### src/rtl/load_count_pkg.sv
// ---------------------------------------------------------------------------
// load_count_pkg
// Shared constants for the load/count register family.
//   DIR_UP / DIR_DN : values of the 'up' direction input
//   op_e            : per-cycle operation selected by the priority decoder
//   DEFAULT_WIDTH   : default data width of the counter
// ---------------------------------------------------------------------------
package load_count_pkg;

    localparam logic DIR_UP = 1'b1;
    localparam logic DIR_DN = 1'b0;

    localparam int DEFAULT_WIDTH = 32;

    typedef enum logic [1:0] {
        OP_HOLD = 2'd0,
        OP_CLR  = 2'd1,
        OP_LOAD = 2'd2,
        OP_CNT  = 2'd3
    } op_e;

endpackage

### src/rtl/load_count_prescaler.sv
// ---------------------------------------------------------------------------
// load_count_prescaler
// Modulo-PRE_DIV counter that thins the count enable: tick is high on every
// PRE_DIV-th enabled cycle.
//   clk, rst (async, active-low), clr (sync clear)
//   hold     : freezes the counter (used while the parent is loading)
//   en       : raw count enable
//   tick     : qualified enable for the parent counter, also exported
// ---------------------------------------------------------------------------
module load_count_prescaler #(
    parameter int PRE_DIV = 4
) (
    input  logic clk,
    input  logic rst,
    input  logic clr,
    input  logic hold,
    input  logic en,
    output logic tick
);

    localparam int CW = (PRE_DIV > 1) ? $clog2(PRE_DIV) : 1;
    localparam logic [CW-1:0] LAST = CW'(PRE_DIV - 1);

    logic [CW-1:0] cnt_reg;
    logic [CW-1:0] cnt_next;

    // tick is combinational from the registered phase so that it lines up
    // with the cycle in which the parent samples the qualified enable.
    assign tick = en && !hold && !clr && (cnt_reg == LAST);

    always_comb begin
        cnt_next = cnt_reg;
        if (clr) begin
            cnt_next = '0;
        end else if (!hold && en) begin
            cnt_next = (cnt_reg == LAST) ? '0 : cnt_reg + 1'b1;
        end
    end

    always_ff @(posedge clk or negedge rst) begin
        if (!rst) begin
            cnt_reg <= '0;
        end else begin
            cnt_reg <= cnt_next;
        end
    end

endmodule

### src/rtl/load_count_reg.sv
// ---------------------------------------------------------------------------
// load_count_reg
// Holds, loads or counts up/down a WIDTH-bit value against a programmable
// limit, wrapping (SATURATE=0) or saturating (SATURATE=1) at the ends.
// Optional build macro PRESCALE_EN adds a modulo-PRE_DIV enable prescaler
// and the pre_tick output.
//   clk   : clock, rising edge
//   rst   : asynchronous reset, active-low
//   clr   : synchronous clear to RST_VAL (highest priority)
//   load  : synchronous load of 'in'
//   en    : count enable
//   up    : 1 = increment, 0 = decrement
//   in    : load data
//   limit : terminal value, sampled every cycle
//   out   : registered count
//   tc    : registered one-cycle terminal-count pulse
//   ovf   : sticky overflow/underflow flag (cleared by rst or clr)
//   pre_tick (PRESCALE_EN only) : prescaler step pulse
// ---------------------------------------------------------------------------
module load_count_reg
    import load_count_pkg::*;
#(
    parameter int               WIDTH    = DEFAULT_WIDTH,
    parameter logic [WIDTH-1:0] RST_VAL  = '0,
    parameter int               SATURATE = 0
`ifdef PRESCALE_EN
    ,
    parameter int               PRE_DIV  = 4
`endif
) (
    input  logic             clk,
    input  logic             rst,
    input  logic             clr,
    input  logic             load,
    input  logic             en,
    input  logic             up,
    input  logic [WIDTH-1:0] in,
    input  logic [WIDTH-1:0] limit,
    output logic [WIDTH-1:0] out,
    output logic             tc,
    output logic             ovf
`ifdef PRESCALE_EN
    ,
    output logic             pre_tick
`endif
);

    logic [WIDTH-1:0] out_reg, out_next;
    logic             tc_reg, tc_next;
    logic             ovf_reg, ovf_next;
    logic             step;
    op_e              op;

`ifdef PRESCALE_EN
    load_count_prescaler #(
        .PRE_DIV (PRE_DIV)
    ) u_prescaler (
        .clk  (clk),
        .rst  (rst),
        .clr  (clr),
        .hold (load),
        .en   (en),
        .tick (step)
    );
    assign pre_tick = step;
`else
    assign step = en;
`endif

    always_comb begin
        if (clr)       op = OP_CLR;
        else if (load) op = OP_LOAD;
        else if (step) op = OP_CNT;
        else           op = OP_HOLD;
    end

    always_comb begin
        out_next = out_reg;
        tc_next  = 1'b0;
        ovf_next = ovf_reg;
        case (op)
            OP_CLR: begin
                out_next = RST_VAL;
                ovf_next = 1'b0;
            end
            OP_LOAD: begin
                out_next = in;
            end
            OP_CNT: begin
                if (up == DIR_UP) begin
                    // >= so that a value loaded above limit is terminal too
                    if (out_reg >= limit) begin
                        out_next = (SATURATE != 0) ? limit : '0;
                        tc_next  = 1'b1;
                        ovf_next = 1'b1;
                    end else begin
                        out_next = out_reg + 1'b1;
                    end
                end else begin
                    if (out_reg == '0) begin
                        out_next = (SATURATE != 0) ? '0 : limit;
                        tc_next  = 1'b1;
                        ovf_next = 1'b1;
                    end else begin
                        out_next = out_reg - 1'b1;
                    end
                end
            end
            default: begin
                out_next = out_reg;
            end
        endcase
    end

    always_ff @(posedge clk or negedge rst) begin
        if (!rst) begin
            out_reg <= RST_VAL;
            tc_reg  <= 1'b0;
            ovf_reg <= 1'b0;
        end else begin
            out_reg <= out_next;
            tc_reg  <= tc_next;
            ovf_reg <= ovf_next;
        end
    end

    assign out = out_reg;
    assign tc  = tc_reg;
    assign ovf = ovf_reg;

endmodule

### config.mk
export PLATFORM = sky130hd
export DESIGN_NAME = load_count_reg
export DESIGN_NICKNAME = d
export VERILOG_FILES = /design/src/rtl/load_count_pkg.sv /design/src/rtl/load_count_prescaler.sv /design/src/rtl/load_count_reg.sv
export SDC_FILE = /design/constraint.sdc
export NUM_CORES = 1
export LEC_CHECK = 0
export CAP_MARGIN = 20
export CORE_ASPECT_RATIO = 1.2
export CORE_MARGIN = 1
export CORE_UTILIZATION = 55
export CTS_CLUSTER_SIZE = 10
export DETAILED_ROUTE_END_ITERATION = 6
export GPL_ROUTABILITY_DRIVEN = 0
export PLACE_DENSITY_LB_ADDON = 0.2
export SYNTH_ARGS = -nofsm -noshare
export SYNTH_HDL_FRONTEND = slang
export SYNTH_SLANG_ARGS = --single-unit
### constraint.sdc
create_clock -name clk -period 7.5 [get_ports clk]
set_input_delay 1.5 -clock clk [delete_from_list [all_inputs] [get_ports clk]]
set_output_delay 1.5 -clock clk [all_outputs]
set_load 0.01 [all_outputs]
==> results of run 1 <==
[synthesized netlist by cell type (3+ instances only)]
cell	instances
a211o_1	13
a211oi_1	13
a21o_1	4
a21oi_1	24
a221oi_1	7
a222oi_1	3
a22oi_1	9
and4_1	8
buf_1	4
buf_2	4
clkbuf_1	36
dfrtp_1	34
ha_1	34
inv_1	41
nand2_1	48
nand2b_1	4
nand3_1	19
nand4_1	13
nor2_1	44
nor3_1	20
nor3b_1	4
nor4_1	9
o211ai_1	4
o21ai_0	41
o221ai_1	5
o31ai_1	4
or2_2	3
or3_1	6
or4_1	5
or4_4	3
xnor2_1	16
xor2_1	21
[layout make-up]
cell class / count / area (sq um)
clock buffer: 7 / 86.33
tap: 87 / 108.9
multi-input combinational: 424 / 2867
timing repair buffer: 108 / 1069
inverter: 41 / 153.9
fill: 586 / 1838
sequential: 34 / 850.8
clock inverter: 1 / 5.005
[metrics by stage]
stage / area, sq um / power, mW
final: 5140 / 0.6261
after global routing: 5140 / 0.6606
after CTS: 5140 / 0.6212
after detailed placement: 5049 / 0.4748
after global placement: 5049 / 0.4672
after floorplan: 4045 / 0.3707
[report_power, final]
group          switching, mW  internal [mW]
Combinational          0.120          0.123
Sequential            0.0392          0.195
Clock                 0.0745         0.0742
Total                  0.234          0.392
[cells in the final DEF (no fill, tap or decap), types with 6 or more instances in the layout]
cell	n
nor3_1	19
clkbuf_8	6
nor2_1	44
nand3_1	19
inv_1	41
nand4_1	13
nor4_1	9
or3_1	6
clkdlybuf4s50_1	103
xnor2_1	16
dfrtp_1	34
a21oi_1	24
a211o_1	13
nand2_1	48
and4_1	8
a221oi_1	7
a22oi_1	9
ha_1	34
a211oi_1	13
xor2_1	21
o21ai_0	41
[metal layers]
| layer | track usage | up-vias | routed length [um] |
|---|---|---|---|
| met5 | 0 | - | 0 |
| met4 | 0.2143 | 0 | 685 |
| met3 | 0.06919 | 61 | 1099 |
| met2 | 0.6104 | 270 | 6410 |
| met1 | 0.4118 | 2179 | 4954 |
| li1 | - | 2138 | - |
[worst max-delay path, delay by kind of cell]
kind	cells	cell delay, ns
AND/OR/NAND/NOR	3	0.66
adder cells (fa/ha/maj)	1	0.29
AO/OA/AOI/OAI	4	1.12
buffers and inverters	2	0.74
[path summary, 6_finish.rpt]
| path | to | slack, ns | start |
|---|---|---|---|
| worst max-delay path | out[19] | 3.42 | limit[0] |
| worst min-delay path | ovf | 0.50 | ovf |
| worst max register to register | out[13] | 3.81 | out[0] |
| worst min register to register | ovf | 0.50 | ovf |
| max in group asynchronous | out[10] | 5.51 | rst |
| min in group asynchronous | out[27] | 1.63 | rst |
[logic make-up (layout without fill, tap and decap cells)]
logic type | after synthesis | count (layout) | synth area share
simple gates | 202 | 202 | 0.2669
buf+inv | 86 | 157 | 0.08289
compound gates | 150 | 150 | 0.2521
mux | 1 | 1 | 0.002475
xor+xnor | 37 | 37 | 0.08011
flops | 34 | 34 | 0.2103
fa+ha+maj | 34 | 34 | 0.1052
==> impl_metrics.py, run 1 <==
metrics = {
    "logic_synthesis": {
        "syn-mean-instance-area_sq_um": 7.436,
        "synthFlopType": "dfrtp_1",
        "synth_warnings": 0,
        "synth_area_sq_mm": 0.004045,
        "synthDistinctLibCells": 60,
        "synth-seq-cells": 34,
        "postSynthCellCount": 544,
        "synth_top_cell_area_share": 0.2103,
        "synth_edf_count": 0,
        "synth_area_leader_cell": "dfrtp_1",
        "synthesis.nets": 648,
        "yosysSeqAreaShare": 0.2103,
        "ys_top_cells_by_area": "dfrtp_1 (21%), ha_1 (11%), o21ai_0 (5.1%), xor2_1 (4.5%), nand2_1 (4.5%)",
        "async_flop_share": 1.000,
    },
    "layout": {
        "area_delta_synth_final_pct": 27.06,
        "utilization": 0.7366,
        "final_cells": 702,
        "nets": 718,
        "antenna_cells": 0,
        "largest_reg_flops": 32,
        "drive_above_1_share": 0.04715,
    },
    "timing": {
        "fin_skew_ns": 0.008895,
        "final_max_slew_viol_count": 0,
        "worst_pin_slew_ns": 0.9829,
        "whs_ns": 0.4987,
        "fin_crit_sh": 0.5435,
        "grt_setup_unrepaired": "false",
        "maxSlewHeadroom": 0.3423,
        "finalHoldViolations": 0,
        "worst_slack_ns": 3.424,
        "fin_crit_ns": 4.076,
        "setup-violations-final": 0,
        "setup_tns_ns": 0,
        "max_freq_mhz": 245.3,
    },
    "routing": {
        "antenna_left": 0,
        "drc_errors": 0,
        "vias": 4648,
        "first_pass_iters": 5,
        "routed_wl_mm": 13.15,
        "dr.first_iter.drc_count": 406,
        "wl_per_cell_um": 18.73,
        "viasPerCell": 6.621,
    },
    "placement": {
        "io_buffers": 103,
        "post-place-ws_ns": 3.102,
        "dp_hpwl_mm": 9.579,
        "post-place-cells": 694,
    },
    "die": {
        "die-width_um": 80.29,
        "core_area_sq_mm": 0.006978,
        "dieArea_sq_mm": 0.007703,
        "dieHeight_um": 95.95,
        "core.rowCount": 33,
        "top_level_ports": 104,
        "start_util": 0.5797,
    },
    "worst_setup_path": {
        "critPathKind": "in -> reg",
        "cp-start-kind": "primary input",
        "cp_max_fo": 30,
        "crit_path_end_kind": "flip-flop",
        "reg2reg_depth": 10,
        "critPathArrivalTime_ns": 4.32,
        "critical_path.max_stage_delay_ns": 0.43,
        "worstPathCellList": "clkdlybuf4s50_1 -> ha_1 -> nand2b_1 -> a2111o_1 -> a311o_1 -> o31ai_1 -> nand3_1 -> buf_4 -> nor4_1 -> a211o_1",
        "crit_path_top_delay_cell": "clkdlybuf4s50_1",
        "required_ns": 7.75,
    },
    "clocking": {
        "post_cts_buffers": 0,
        "clk_latency_ns": 0.30,
        "clock_sinks": 34,
        "ctsHtreeMaxLevel": 2,
        "ctsResizeCount": 0,
        "clk_pin_slew_ns": 0.08,
        "clk_path_buf_depth": 2,
        "cts-buffers-inserted": 5,
        "cts_hold_buf": 0,
        "cts_tree": "done",
        "cts_root_buffer": "clkbuf_8",
    },
    "power": {
        "peakVddDrop_mv": 0.07196,
        "p_leak_nw": 2.228,
        "p_per_area_mw_per_mm2": 121.8,
    },
    "grt": {
        "grt_max_degree": 35,
        "grt_pass1_wl_mm": 21.14,
        "grt-ovfl-total": 0,
        "antenna_found_initial": 0,
        "grt_pass1_vias": 4436,
        "grtUsageTotal": 0.3570,
    },
    "run_status": {
        "status": "completed",
    },
    "flow_run": {
        "drv_cap": 0,
    },
    "hold_path": {
        "whs_path_depth": 1,
        "hp-class": "reg -> reg",
    },
}
Note: power is estimated with default switching activity, not from simulation.
==> inputs of run 2 (changes only) <==
Settings changed: CORE_UTILIZATION 55 to 46.
Clock period 7.5 ns to 3.4 ns, I/O delays scaled along.
==> run 2 against run 1 <==
Against the previous run:
- first-iteration DRC count increased by 3.4%
- routed wire length grew 3.1%
- count of clock-buffer cells in the layout is the same
- clock skew is essentially flat
- critical path depth did not move
- via count shrank 1.1%
- sequential power increased by 120%
- hold slack got worse by 0.010 ns
- register-to-register slack lost 3.3 ns
- cell count up 6.7%
- sequential share of layout area shrank 0.55 points
- cell area is 3.5% higher
==> impl_metrics.py, run 2 (synthesized netlist as in run 1, its figures left out) <==
metrics = {
    "layout": {
        "utilization": 0.6209,
        "final_cell_area_sq_mm": 0.005318,
        "drive_above_1_share": 0.07278,
        "final_cell_mix": "clkdlybuf4s50_1 (103), nand2_1 (48), nor2_1 (44), inv_1 (41), o21ai_0 (41)",
        "nets": 735,
        "antenna_cells": 0,
        "final_cells": 749,
        "area_delta_synth_final_pct": 31.46,
        "mostFrequentLayoutCell": "clkdlybuf4s50_1",
        "fillers": 805,
        "largest_reg_flops": 32,
    },
    "placement": {
        "place_area_sq_mm": 0.005226,
        "post-place-ws_ns": 0.01918,
        "post-place-cells": 741,
        "dp_hpwl_mm": 10.10,
        "io_buffers": 103,
    },
    "timing": {
        "whs_ns": 0.4886,
        "worst_slack_ns": 0.2898,
        "fin_crit_sh": 0.9148,
        "setup-violations-final": 0,
        "fin_skew_ns": 0.009164,
        "setup_tns_ns": 0,
        "finalHoldViolations": 0,
        "final_max_slew_viol_count": 0,
        "fin_crit_ns": 3.110,
        "max_freq_mhz": 321.5,
        "grt_setup_unrepaired": "false",
        "worst_pin_slew_ns": 0.6230,
        "maxSlewHeadroom": 0.5831,
    },
    "routing": {
        "drc_errors": 0,
        "viasPerCell": 6.136,
        "vias": 4596,
        "dr.first_iter.drc_count": 420,
        "routed_wl_mm": 13.56,
        "antenna_left": 0,
        "wl_per_cell_um": 18.10,
        "first_pass_iters": 5,
    },
    "grt": {
        "grt-ovfl-total": 0,
        "grt_max_degree": 35,
        "antenna_found_initial": 0,
        "grt_pass1_wl_mm": 21.42,
        "grt_pass1_vias": 4529,
        "grtUsageTotal": 0.2970,
    },
    "hold_path": {
        "min_from": "ovf",
        "whs_endpoint": "ovf",
        "hp-class": "reg -> reg",
        "whs_path_depth": 1,
    },
    "clocking": {
        "ctsHtreeMaxLevel": 2,
        "cts_tree": "done",
        "clk_pin_slew_ns": 0.07,
        "cts-buffers-inserted": 5,
        "clock_sinks": 34,
        "cts_root_buffer": "clkbuf_8",
        "post_cts_buffers": 0,
        "clk_latency_ns": 0.30,
        "ctsResizeCount": 0,
        "clk_path_buf_depth": 2,
        "cts_hold_buf": 0,
    },
    "die": {
        "start_util": 0.4723,
        "dieArea_sq_mm": 0.009174,
        "die-width_um": 87.61,
        "top_level_ports": 104,
        "dieHeight_um": 104.7,
        "core_area_sq_mm": 0.008564,
        "core.rowCount": 37,
    },
    "worst_setup_path": {
        "critPathArrivalTime_ns": 3.35,
        "cp-start-kind": "primary input",
        "critPathKind": "in -> reg",
        "cp_max_fo": 22,
        "reg2reg_depth": 7,
        "crit_path_end_kind": "flip-flop",
        "regToRegSetupSlack_ns": 0.47,
        "required_ns": 3.64,
        "r2r_end": "out[23]",
        "worstReg2RegStart": "out[2]",
    },
    "power": {
        "p_leak_nw": 2.316,
        "total_power_mw": 1.405,
        "p_per_area_mw_per_mm2": 264.3,
        "peakVddDrop_mv": 0.1397,
    },
    "flow_run": {
        "drv_cap": 0,
    },
    "run_status": {
        "status": "completed",
    },
}
[run 2: changes by cell type in the layout (fill, tap and decap cells not counted)]
| cell | change |
|---|---|
| buf_12 | +1 |
| buf_4 | +16 |
[run 2: worst max-delay path: stages]
cell and delay [ns]:
clkdlybuf4s50_1 0.44, ha_1 0.30, nand2b_1 0.16, a2111o_1 0.42
a311o_1 0.31, o31ai_1 0.27, nand3_1 0.13, buf_4 0.24
nor3b_1 0.26, a211o_1 0.13
[run 2: metal layers]
layer | GRT usage | vias up | wire length [um]
li1 | - | 2157 | -
met1 | 0.3535 | 2217 | 5617
met2 | 0.5218 | 192 | 6817
met3 | 0.04423 | 30 | 811
met4 | 0.1230 | 0 | 310
met5 | 0 | - | 0
[run 2: worst max path at each step]
stage                         from      end  slack [ns]  depth (start not counted)
after floorplan             out[0]  out[23]        0.52                         11
after global placement    limit[0]  out[18]        0.07                         10
after detailed placement  limit[0]   out[9]        0.02                         10
after CTS                 limit[0]   out[9]        0.30                         10
after global routing      limit[0]   out[9]        0.03                         10
final                     limit[0]   out[9]        0.29                         10
[run 2: report_power, final]
group / switching, mW / total [mW] / leakage (nW) / internal, mW
registers: 0.0738 / 0.505 / 0.452 / 0.431
logic: 0.283 / 0.570 / 1.82 / 0.287
clock network: 0.167 / 0.331 / 0.0482 / 0.164
[run 2: area by class of cell]
cell class	instances	area, sq um	area share
clock buffers	7	86.33	0.01624
clock inverters	1	5.005	0.0009412
multi-input cells	424	2867	0.5391
repair buffers	125	1209	0.2273
flip-flops and latches	34	850.8	0.1600
inverters	41	153.9	0.02894
well taps	117	146.4	0.02753
